### config.mk
export PLATFORM = sky130hd
export DESIGN_NAME = instr_fetch_queue_flat
export DESIGN_NICKNAME = d
export VERILOG_FILES = /design/src/rtl/instr_fetch_queue_pkg.sv /design/src/rtl/instr_fetch_queue_if.sv /design/src/rtl/instr_fetch_queue_fetch_fifo.sv /design/src/rtl/instr_fetch_queue.sv /design/src/flat_wrapper.sv
export SDC_FILE = /design/constraint.sdc
export NUM_CORES = 1
export LEC_CHECK = 0
export ABC_AREA = 1
export CORE_MARGIN = 10
export CORE_UTILIZATION = 55
export CTS_BUF_LIST = sky130_fd_sc_hd__clkbuf_4 sky130_fd_sc_hd__clkbuf_8
export DETAILED_ROUTE_END_ITERATION = 12
export PLACE_DENSITY = 0.75
export SLEW_MARGIN = 20
export SYNTH_ARGS = -nofsm -noshare
export SYNTH_HDL_FRONTEND = slang
export SYNTH_HIERARCHICAL = 1
export SYNTH_SLANG_ARGS = --single-unit
### constraint.sdc
create_clock -name clk -period 8.4 [get_ports clk]
set_clock_uncertainty 0.1 [all_clocks]
set_input_delay 0.84 -clock clk [delete_from_list [all_inputs] [get_ports clk]]
set_output_delay 0.84 -clock clk [all_outputs]
set_load 0.01 [all_outputs]
### src/rtl/instr_fetch_queue_pkg.sv
// Shared types and constants for the instruction fetch queue.
package instr_fetch_queue_pkg;

    localparam logic [31:0] RESET_PC_DEFAULT = 32'h0000_3000;

    // One queued fetch result: the PC it was fetched from and the returned word.
    typedef struct packed {
        logic [31:0] pc;
        logic [31:0] instr;
    } fetch_entry_t;

    // Debug stage, decoded from the credit/drop counters.
    typedef logic [1:0] fetch_state_t;
    localparam fetch_state_t FQ_IDLE  = 2'd0;
    localparam fetch_state_t FQ_FILL  = 2'd1;
    localparam fetch_state_t FQ_DRAIN = 2'd2;
    localparam fetch_state_t FQ_FULL  = 2'd3;

    // Fetch addresses are word aligned; the low two bits of a target are dropped.
    function automatic logic [31:0] align_pc(input logic [31:0] pc);
        return pc & ~32'h0000_0003;
    endfunction

endpackage

### src/rtl/instr_fetch_queue_if.sv
// Bundles the instruction-memory, redirect and decoder-side handshakes.
// master = the fetch queue, slave = memory/decoder/branch-unit environment.
interface instr_fetch_queue_if;

    logic        imem_req_valid;
    logic        imem_req_ready;
    logic [31:0] imem_req_addr;
    logic        imem_resp_valid;
    logic [31:0] imem_resp_data;
    logic        redirect_valid;
    logic [31:0] redirect_pc;
    logic        out_valid;
    logic        out_ready;
    logic [31:0] out_pc;
    logic [31:0] out_instr;

    modport master (
        output imem_req_valid, imem_req_addr, out_valid, out_pc, out_instr,
        input  imem_req_ready, imem_resp_valid, imem_resp_data,
               redirect_valid, redirect_pc, out_ready
    );

    modport slave (
        input  imem_req_valid, imem_req_addr, out_valid, out_pc, out_instr,
        output imem_req_ready, imem_resp_valid, imem_resp_data,
               redirect_valid, redirect_pc, out_ready
    );

endinterface

### src/rtl/instr_fetch_queue_fetch_fifo.sv
// Circular buffer of fetch entries with flush; head reads as zero when empty.
module fetch_fifo
    import instr_fetch_queue_pkg::*;
#(
    parameter int DEPTH = 4,
    localparam int CW = $clog2(DEPTH + 1),
    localparam int PW = (DEPTH > 1) ? $clog2(DEPTH) : 1
) (
    input  logic          clk,
    input  logic          rst,
    input  logic          push_i,
    input  fetch_entry_t  push_data_i,
    input  logic          pop_i,
    input  logic          flush_i,
    output fetch_entry_t  head_o,
    output logic [CW-1:0] count_o
);

    fetch_entry_t  mem_q [DEPTH];
    logic [PW-1:0] wr_ptr_q, wr_ptr_d;
    logic [PW-1:0] rd_ptr_q, rd_ptr_d;
    logic [CW-1:0] count_q, count_d;

    // Next pointers and occupancy; flush wins over push and pop.
    always_comb begin
        // NOTE: every variable gets a default first so no path leaves it unassigned (no latch).
        wr_ptr_d = wr_ptr_q;
        rd_ptr_d = rd_ptr_q;
        count_d  = count_q;
        if (flush_i) begin
            wr_ptr_d = '0;
            rd_ptr_d = '0;
            count_d  = '0;
        end else begin
            if (push_i) wr_ptr_d = wr_ptr_q + 1'b1;
            if (pop_i)  rd_ptr_d = rd_ptr_q + 1'b1;
            case ({push_i, pop_i})
                2'b10:   count_d = count_q + 1'b1;
                2'b01:   count_d = count_q - 1'b1;
                default: count_d = count_q;
            endcase
        end
    end

    // Pointer and count registers.
    always_ff @(posedge clk) begin
        // NOTE: state registers use non-blocking assignments so every flop samples pre-edge values.
        if (rst) begin
            wr_ptr_q <= '0;
            rd_ptr_q <= '0;
            count_q  <= '0;
        end else begin
            wr_ptr_q <= wr_ptr_d;
            rd_ptr_q <= rd_ptr_d;
            count_q  <= count_d;
        end
    end

    // Entry storage write port.
    always_ff @(posedge clk) begin
        // NOTE: storage is deliberately not reset; count_q gates the head so stale words never escape.
        if (push_i && !flush_i) mem_q[wr_ptr_q] <= push_data_i;
    end

    assign head_o  = (count_q != '0) ? mem_q[rd_ptr_q] : '0;
    assign count_o = count_q;

endmodule

### src/rtl/instr_fetch_queue.sv
// Sequential-PC fetch front end: issues word fetches under a credit limit,
// queues in-order responses, and flushes/drops stale responses on redirect.
module instr_fetch_queue
    import instr_fetch_queue_pkg::*;
#(
    parameter int          DEPTH    = 4,
    parameter logic [31:0] RESET_PC = RESET_PC_DEFAULT
) (
    input  logic                clk,
    input  logic                rst,
    instr_fetch_queue_if.master bus,
    output fetch_state_t        stage_o
);

    localparam int CW = $clog2(DEPTH + 1);
    localparam logic [CW:0] DEPTH_W = DEPTH[CW:0];

    logic [31:0]   fetch_pc_q, fetch_pc_d;
    logic [31:0]   resp_pc_q, resp_pc_d;
    logic [CW-1:0] outstanding_q, outstanding_d;
    logic [CW-1:0] drop_cnt_q, drop_cnt_d;
    logic [CW-1:0] count_w;
    logic [CW:0]   credit_used;
    logic          req_fire, dropping, push, pop;
    fetch_entry_t  push_entry, head;

    // Credits cover both queued entries and requests still in flight.
    assign credit_used        = {1'b0, count_w} + {1'b0, outstanding_q};
    assign bus.imem_req_valid = !rst && !bus.redirect_valid && (credit_used < DEPTH_W);
    assign bus.imem_req_addr  = fetch_pc_q;
    assign req_fire           = bus.imem_req_valid && bus.imem_req_ready;

    // A redirect discards the response of its own cycle and blocks the pop.
    assign dropping   = drop_cnt_q != '0;
    assign push       = bus.imem_resp_valid && !dropping && !bus.redirect_valid;
    assign pop        = bus.out_valid && bus.out_ready && !bus.redirect_valid;
    assign push_entry = '{pc: resp_pc_q, instr: bus.imem_resp_data};

    fetch_fifo #(.DEPTH(DEPTH)) u_fifo (
        .clk         (clk),
        .rst         (rst),
        .push_i      (push),
        .push_data_i (push_entry),
        .pop_i       (pop),
        .flush_i     (bus.redirect_valid),
        .head_o      (head),
        .count_o     (count_w)
    );

    assign bus.out_valid = count_w != '0;
    assign bus.out_pc    = head.pc;
    assign bus.out_instr = head.instr;

    // Next PCs and credit/drop accounting; redirect overrides normal flow.
    always_comb begin
        fetch_pc_d    = fetch_pc_q;
        resp_pc_d     = resp_pc_q;
        outstanding_d = outstanding_q;
        drop_cnt_d    = drop_cnt_q;
        if (bus.redirect_valid) begin
            fetch_pc_d    = align_pc(bus.redirect_pc);
            resp_pc_d     = align_pc(bus.redirect_pc);
            // Everything still in flight belongs to the old stream; no request goes out this cycle.
            drop_cnt_d    = outstanding_q - {{(CW-1){1'b0}}, bus.imem_resp_valid};
            outstanding_d = drop_cnt_d;
        end else begin
            if (req_fire) fetch_pc_d = fetch_pc_q + 32'd4;
            if (push)     resp_pc_d  = resp_pc_q + 32'd4;
            if (bus.imem_resp_valid && dropping) drop_cnt_d = drop_cnt_q - 1'b1;
            outstanding_d = outstanding_q + {{(CW-1){1'b0}}, req_fire}
                                          - {{(CW-1){1'b0}}, bus.imem_resp_valid};
        end
    end

    // PC, credit and drop registers.
    always_ff @(posedge clk) begin
        if (rst) begin
            fetch_pc_q    <= RESET_PC;
            resp_pc_q     <= RESET_PC;
            outstanding_q <= '0;
            drop_cnt_q    <= '0;
        end else begin
            fetch_pc_q    <= fetch_pc_d;
            resp_pc_q     <= resp_pc_d;
            outstanding_q <= outstanding_d;
            drop_cnt_q    <= drop_cnt_d;
        end
    end

    // Debug stage decode; draining stale responses takes precedence over fullness.
    always_comb begin
        stage_o = FQ_FILL;
        if (dropping)                                    stage_o = FQ_DRAIN;
        else if (credit_used == DEPTH_W)                 stage_o = FQ_FULL;
        else if (count_w == '0 && outstanding_q == '0)   stage_o = FQ_IDLE;
    end

endmodule

### src/flat_wrapper.sv
// flat-port wrapper written by rule: the top's interface ports become plain ports
module instr_fetch_queue_flat import instr_fetch_queue_pkg::*;
#(
    parameter int          DEPTH    = 4,
    parameter logic [31:0] RESET_PC = RESET_PC_DEFAULT
)
  (clk, rst, stage_o, bus_imem_req_valid, bus_imem_req_addr, bus_out_valid, bus_out_pc, bus_out_instr, bus_imem_req_ready, bus_imem_resp_valid, bus_imem_resp_data, bus_redirect_valid, bus_redirect_pc, bus_out_ready);
  instr_fetch_queue_if bus_i ();
  input  logic clk;
  input  logic rst;
  output fetch_state_t stage_o;
  output wire logic [$bits(bus_i.imem_req_valid)-1:0] bus_imem_req_valid;
  output wire logic [$bits(bus_i.imem_req_addr)-1:0] bus_imem_req_addr;
  output wire logic [$bits(bus_i.out_valid)-1:0] bus_out_valid;
  output wire logic [$bits(bus_i.out_pc)-1:0] bus_out_pc;
  output wire logic [$bits(bus_i.out_instr)-1:0] bus_out_instr;
  input wire logic [$bits(bus_i.imem_req_ready)-1:0] bus_imem_req_ready;
  input wire logic [$bits(bus_i.imem_resp_valid)-1:0] bus_imem_resp_valid;
  input wire logic [$bits(bus_i.imem_resp_data)-1:0] bus_imem_resp_data;
  input wire logic [$bits(bus_i.redirect_valid)-1:0] bus_redirect_valid;
  input wire logic [$bits(bus_i.redirect_pc)-1:0] bus_redirect_pc;
  input wire logic [$bits(bus_i.out_ready)-1:0] bus_out_ready;
  assign bus_imem_req_valid = bus_i.imem_req_valid;
  assign bus_imem_req_addr = bus_i.imem_req_addr;
  assign bus_out_valid = bus_i.out_valid;
  assign bus_out_pc = bus_i.out_pc;
  assign bus_out_instr = bus_i.out_instr;
  assign bus_i.imem_req_ready = bus_imem_req_ready;
  assign bus_i.imem_resp_valid = bus_imem_resp_valid;
  assign bus_i.imem_resp_data = bus_imem_resp_data;
  assign bus_i.redirect_valid = bus_redirect_valid;
  assign bus_i.redirect_pc = bus_redirect_pc;
  assign bus_i.out_ready = bus_out_ready;
  instr_fetch_queue #(.DEPTH(DEPTH), .RESET_PC(RESET_PC)) u_core (.clk(clk), .rst(rst), .bus(bus_i), .stage_o(stage_o));
endmodule
==> impl_results.md <==
* Reg power frac at 53.5%
* CP Launch Type: flip-flop
* Site Rows at 60
* HPWL Detailed at 22,900 um
* Worst path required time at 7460 ps
* DIE AREA at 34,800 sq um
* Status: complete, no violations
* Clk pwr share at 38.0%
* PwrDens at 191 nW/um^2
* Vias at 12,000
* Synthesized area per cell at 9.03 sq um
* Clock edge transition at the registers on the reported setup and hold paths at 60 ps
* Area of the multi-input gates at 5270 sq um
* Final Util at 66.9%
* Post-synthesis register bit count at 331
* Net Sw Power at 0.000810 W
* Hold/Removal Path Class: reg2reg
* Drt wl/cell at 16.1 um
* Hold buffer count at CTS at 0
* Post-synthesis sequential area ratio at 60.2%
* Area Growth Syn to Fin at 18.8%
* Total CTS buffers at 51
* Max Buffers Root-to-Sink at 3
* First-pass DRT Iterations at 5
* CTS Root Cell: clkbuf_8
* Final period utilization at 54.6%
* Worst-Margin Slew at 1010 ps
* Worst reg2reg path depth at 11
* Die height at 187 um
* Worst R2R End: u_core/u_fifo/mem_q[0][25]
* Combinational power share at 8.5%
* CTS tree: done
* Drt drc at 0
* Core region area at 27,100 sq um
* Nets at 1,948
* Syn. warnings at 6
* Setup Viol. Count Final at 0
* RePlAce Congestion at 0.906
* # port buffers at 165
* Antenna Nets Post-Route at 0
* Initial antenna violation count at 0
* Overall Power at 0.00346 W
* First-pass GRT wire length at 58,200 um
* Final min period at 4590 ps
* CP max FO at 82
* Top cell type by total area after synthesis: edfxtp_1
* Cells along the critical path: clkinv_2 -> buf_4 -> o21ai_0 -> a21oi_1 -> clkdlybuf4s50_1
* RSZ-0062 raised after global routing: no
* Internal power at 0.00265 W
* Pin count of the biggest net entering global routing at 83
* DR iter-0 viols at 799
* Sw Share at 23.4%
* Endpoints failing hold at 0
* Cell Area, Synth at 15,300 sq um
* Vias in the first global route at 11,500
* Yosys top cell area share at 50.4%
* Placed cell areas at 17,100 sq um
* Clk_lat worst skew at 570 ps
* Post-Syn Instances at 1,691
* Number of vias per cell at 5.27
* Register Area at 9190 sq um
* Worst r2r src: u_core/drop_cnt_q[0]
* Worst setup EP type: primary output
* Resize count post-CTS at 0
* Final Cell Area at 18,100 sq um
* Initial core utilization at 56.3%
* Num Clock Sinks at 331
* H-tree depth at 2
* Synth top area cells: edfxtp_1 50%, nand2_1 13%, dfxtp_1 9.8%
* Commonest non-fill, non-tap cell in the layout: nand2_1
* Slew HR at 32.4%
* Total track usage at 20.1%
* Fill count at 2,134
* IO Count at 170
* Leak Pwr at 6.95 nW
* Most frequent cells in the layout: 540 x nand2_1, 256 x edfxtp_1, 225 x nor2_1
* Worst Hold Endpoint: u_core/u_fifo/rd_ptr_q[1]
* Overflow after GRT at 0
* Antenna Diode Count at 0
* Fmax at 218 MHz
* Max-cap check violation count at 0
* Crit path kind: reg2out
* R2R Setup Slk at 4630 ps
* Slowest stage delay, CP at 740 ps
* Slowest CP cell: dfxtp_4
* IR drop worst, VDD at 94.4 uV
* Setup TNS at 0 ps
* Worst hold path stage count at 1
* Hold wc startpoint: u_core/u_fifo/rd_ptr_q[1]
* Die Wd at 187 um
* Setup Buffers After CTS at 0
* Layout cell share with drive strength beyond 1 at 6.28%
* Slew Viols, Final at 0
* Final wirelength at 36,500 um
* Crit path DAT at 3650 ps
* Synth unique cells at 39
## cell usage after synthesis
cell type	number
buf_2	21
ha_1	16
inv_1	122
o21bai_1	3
a31oi_1	6
a22o_1	2
nor3_4	1
a21oi_1	132
o21a_1	1
or2_2	2
edfxtp_1	256
conb_1	1
xor2_1	13
nand3b_1	3
inv_2	4
o31ai_1	1
o211ai_1	1
clkbuf_1	24
buf_1	1
nand3_4	1
xnor2_1	4
or3_1	1
nor2_4	3
nor2_1	229
o22ai_1	1
clkinv_1	1
nand4_1	5
buf_6	4
buf_4	20
nand3_1	71
nor3_1	1
o21ai_1	6
nand2_1	540
fa_1	3
nor2_2	9
a21boi_1	3
nand2_2	5
o21ai_0	99
dfxtp_1	75
## power groups by stage
stage	Clock [W]	Sequential [W]	Combinational [W]
5_1_grt	0.00142	0.00186	0.000327
4_1_cts	0.00135	0.00185	0.000295
2_1_floorplan	0	0.00187	0.000156
3_5_place_dp	0	0.00188	0.000294
6_report	0.00132	0.00185	0.000294
3_3_place_gp	0	0.00188	0.000287
## sequential cells by signal, summed over array words and instances (netlist names), named ones only
| name | count |
|---|---|
| u_core/u_fifo/mem_q | 256 |
| u_core/u_fifo/rd_ptr_q | 2 |
| u_core/u_fifo/wr_ptr_q | 2 |
| u_core/drop_cnt_q | 3 |
| u_core/bus.imem_req_addr | 30 |
| u_core/outstanding_q | 3 |
| u_core/u_fifo/count_o | 3 |
| u_core/resp_pc_q | 30 |
## worst max-delay path: cells and delay by family, from the launching register on
family	cells	cell delay, ps
compound gates	2	430
flops	1	740
buf+inv	3	1880
## worst max-delay path by stage
stage | cells after the start | startpoint | end | slack [ps]
2_1_floorplan | 6 | bus_imem_resp_valid | u_core/u_fifo/mem_q[0][0] | 3480
3_3_place_gp | 15 | bus_redirect_valid | u_core/outstanding_q[2] | 3830
3_5_place_dp | 15 | bus_redirect_valid | u_core/outstanding_q[2] | 3810
4_1_cts | 5 | flip-flop | bus_out_pc[17] | 3720
5_1_grt | 5 | flip-flop | bus_out_pc[10] | 3520
6_report | 5 | flip-flop | bus_out_pc[19] | 3810
## routing by layer
metal / routed length (um) / track usage, %
met5: 0 / 0
met3: 2980 / 4.95
met2: 16800 / 32.3
met1: 16000 / 26.2
met4: 782 / 6.36
## cell families (layout without fill, tap and decap cells)
kind of cell	count (synthesis)	in the layout	synth area share, %
simple gates	871	871	22.8
flops	331	331	60.2
compound gates	255	255	8.62
buf+inv	197	393	5.71
fa+ha+maj	19	19	1.71
xor+xnor	17	17	0.976
other cells	1	10	0.0246
## cell type report
type | instances | share of cell area [%]
flip-flops and latches | 331 | 50.7
multi-input cells | 1172 | 29.0
repair buffers | 176 | 9.56
clock buffers | 65 | 4.45
inverters | 127 | 2.65
well taps | 372 | 2.57
clock inverters | 25 | 1.06
## metrics by stage
| stage | worst slack [ps] | instances | hold WS (ps) |
|---|---|---|---|
| 3_3_place_gp | 3830 | 2178 | 329 |
| 4_1_cts | 3720 | 2268 | 350 |
| 5_1_grt | 3520 | 2268 | 387 |
| 6_report | 3810 | 2268 | 350 |
| 3_5_place_dp | 3810 | 2178 | 331 |
| 2_1_floorplan | 3480 | 1700 | 312 |
(Power assumes the default switching activity.)
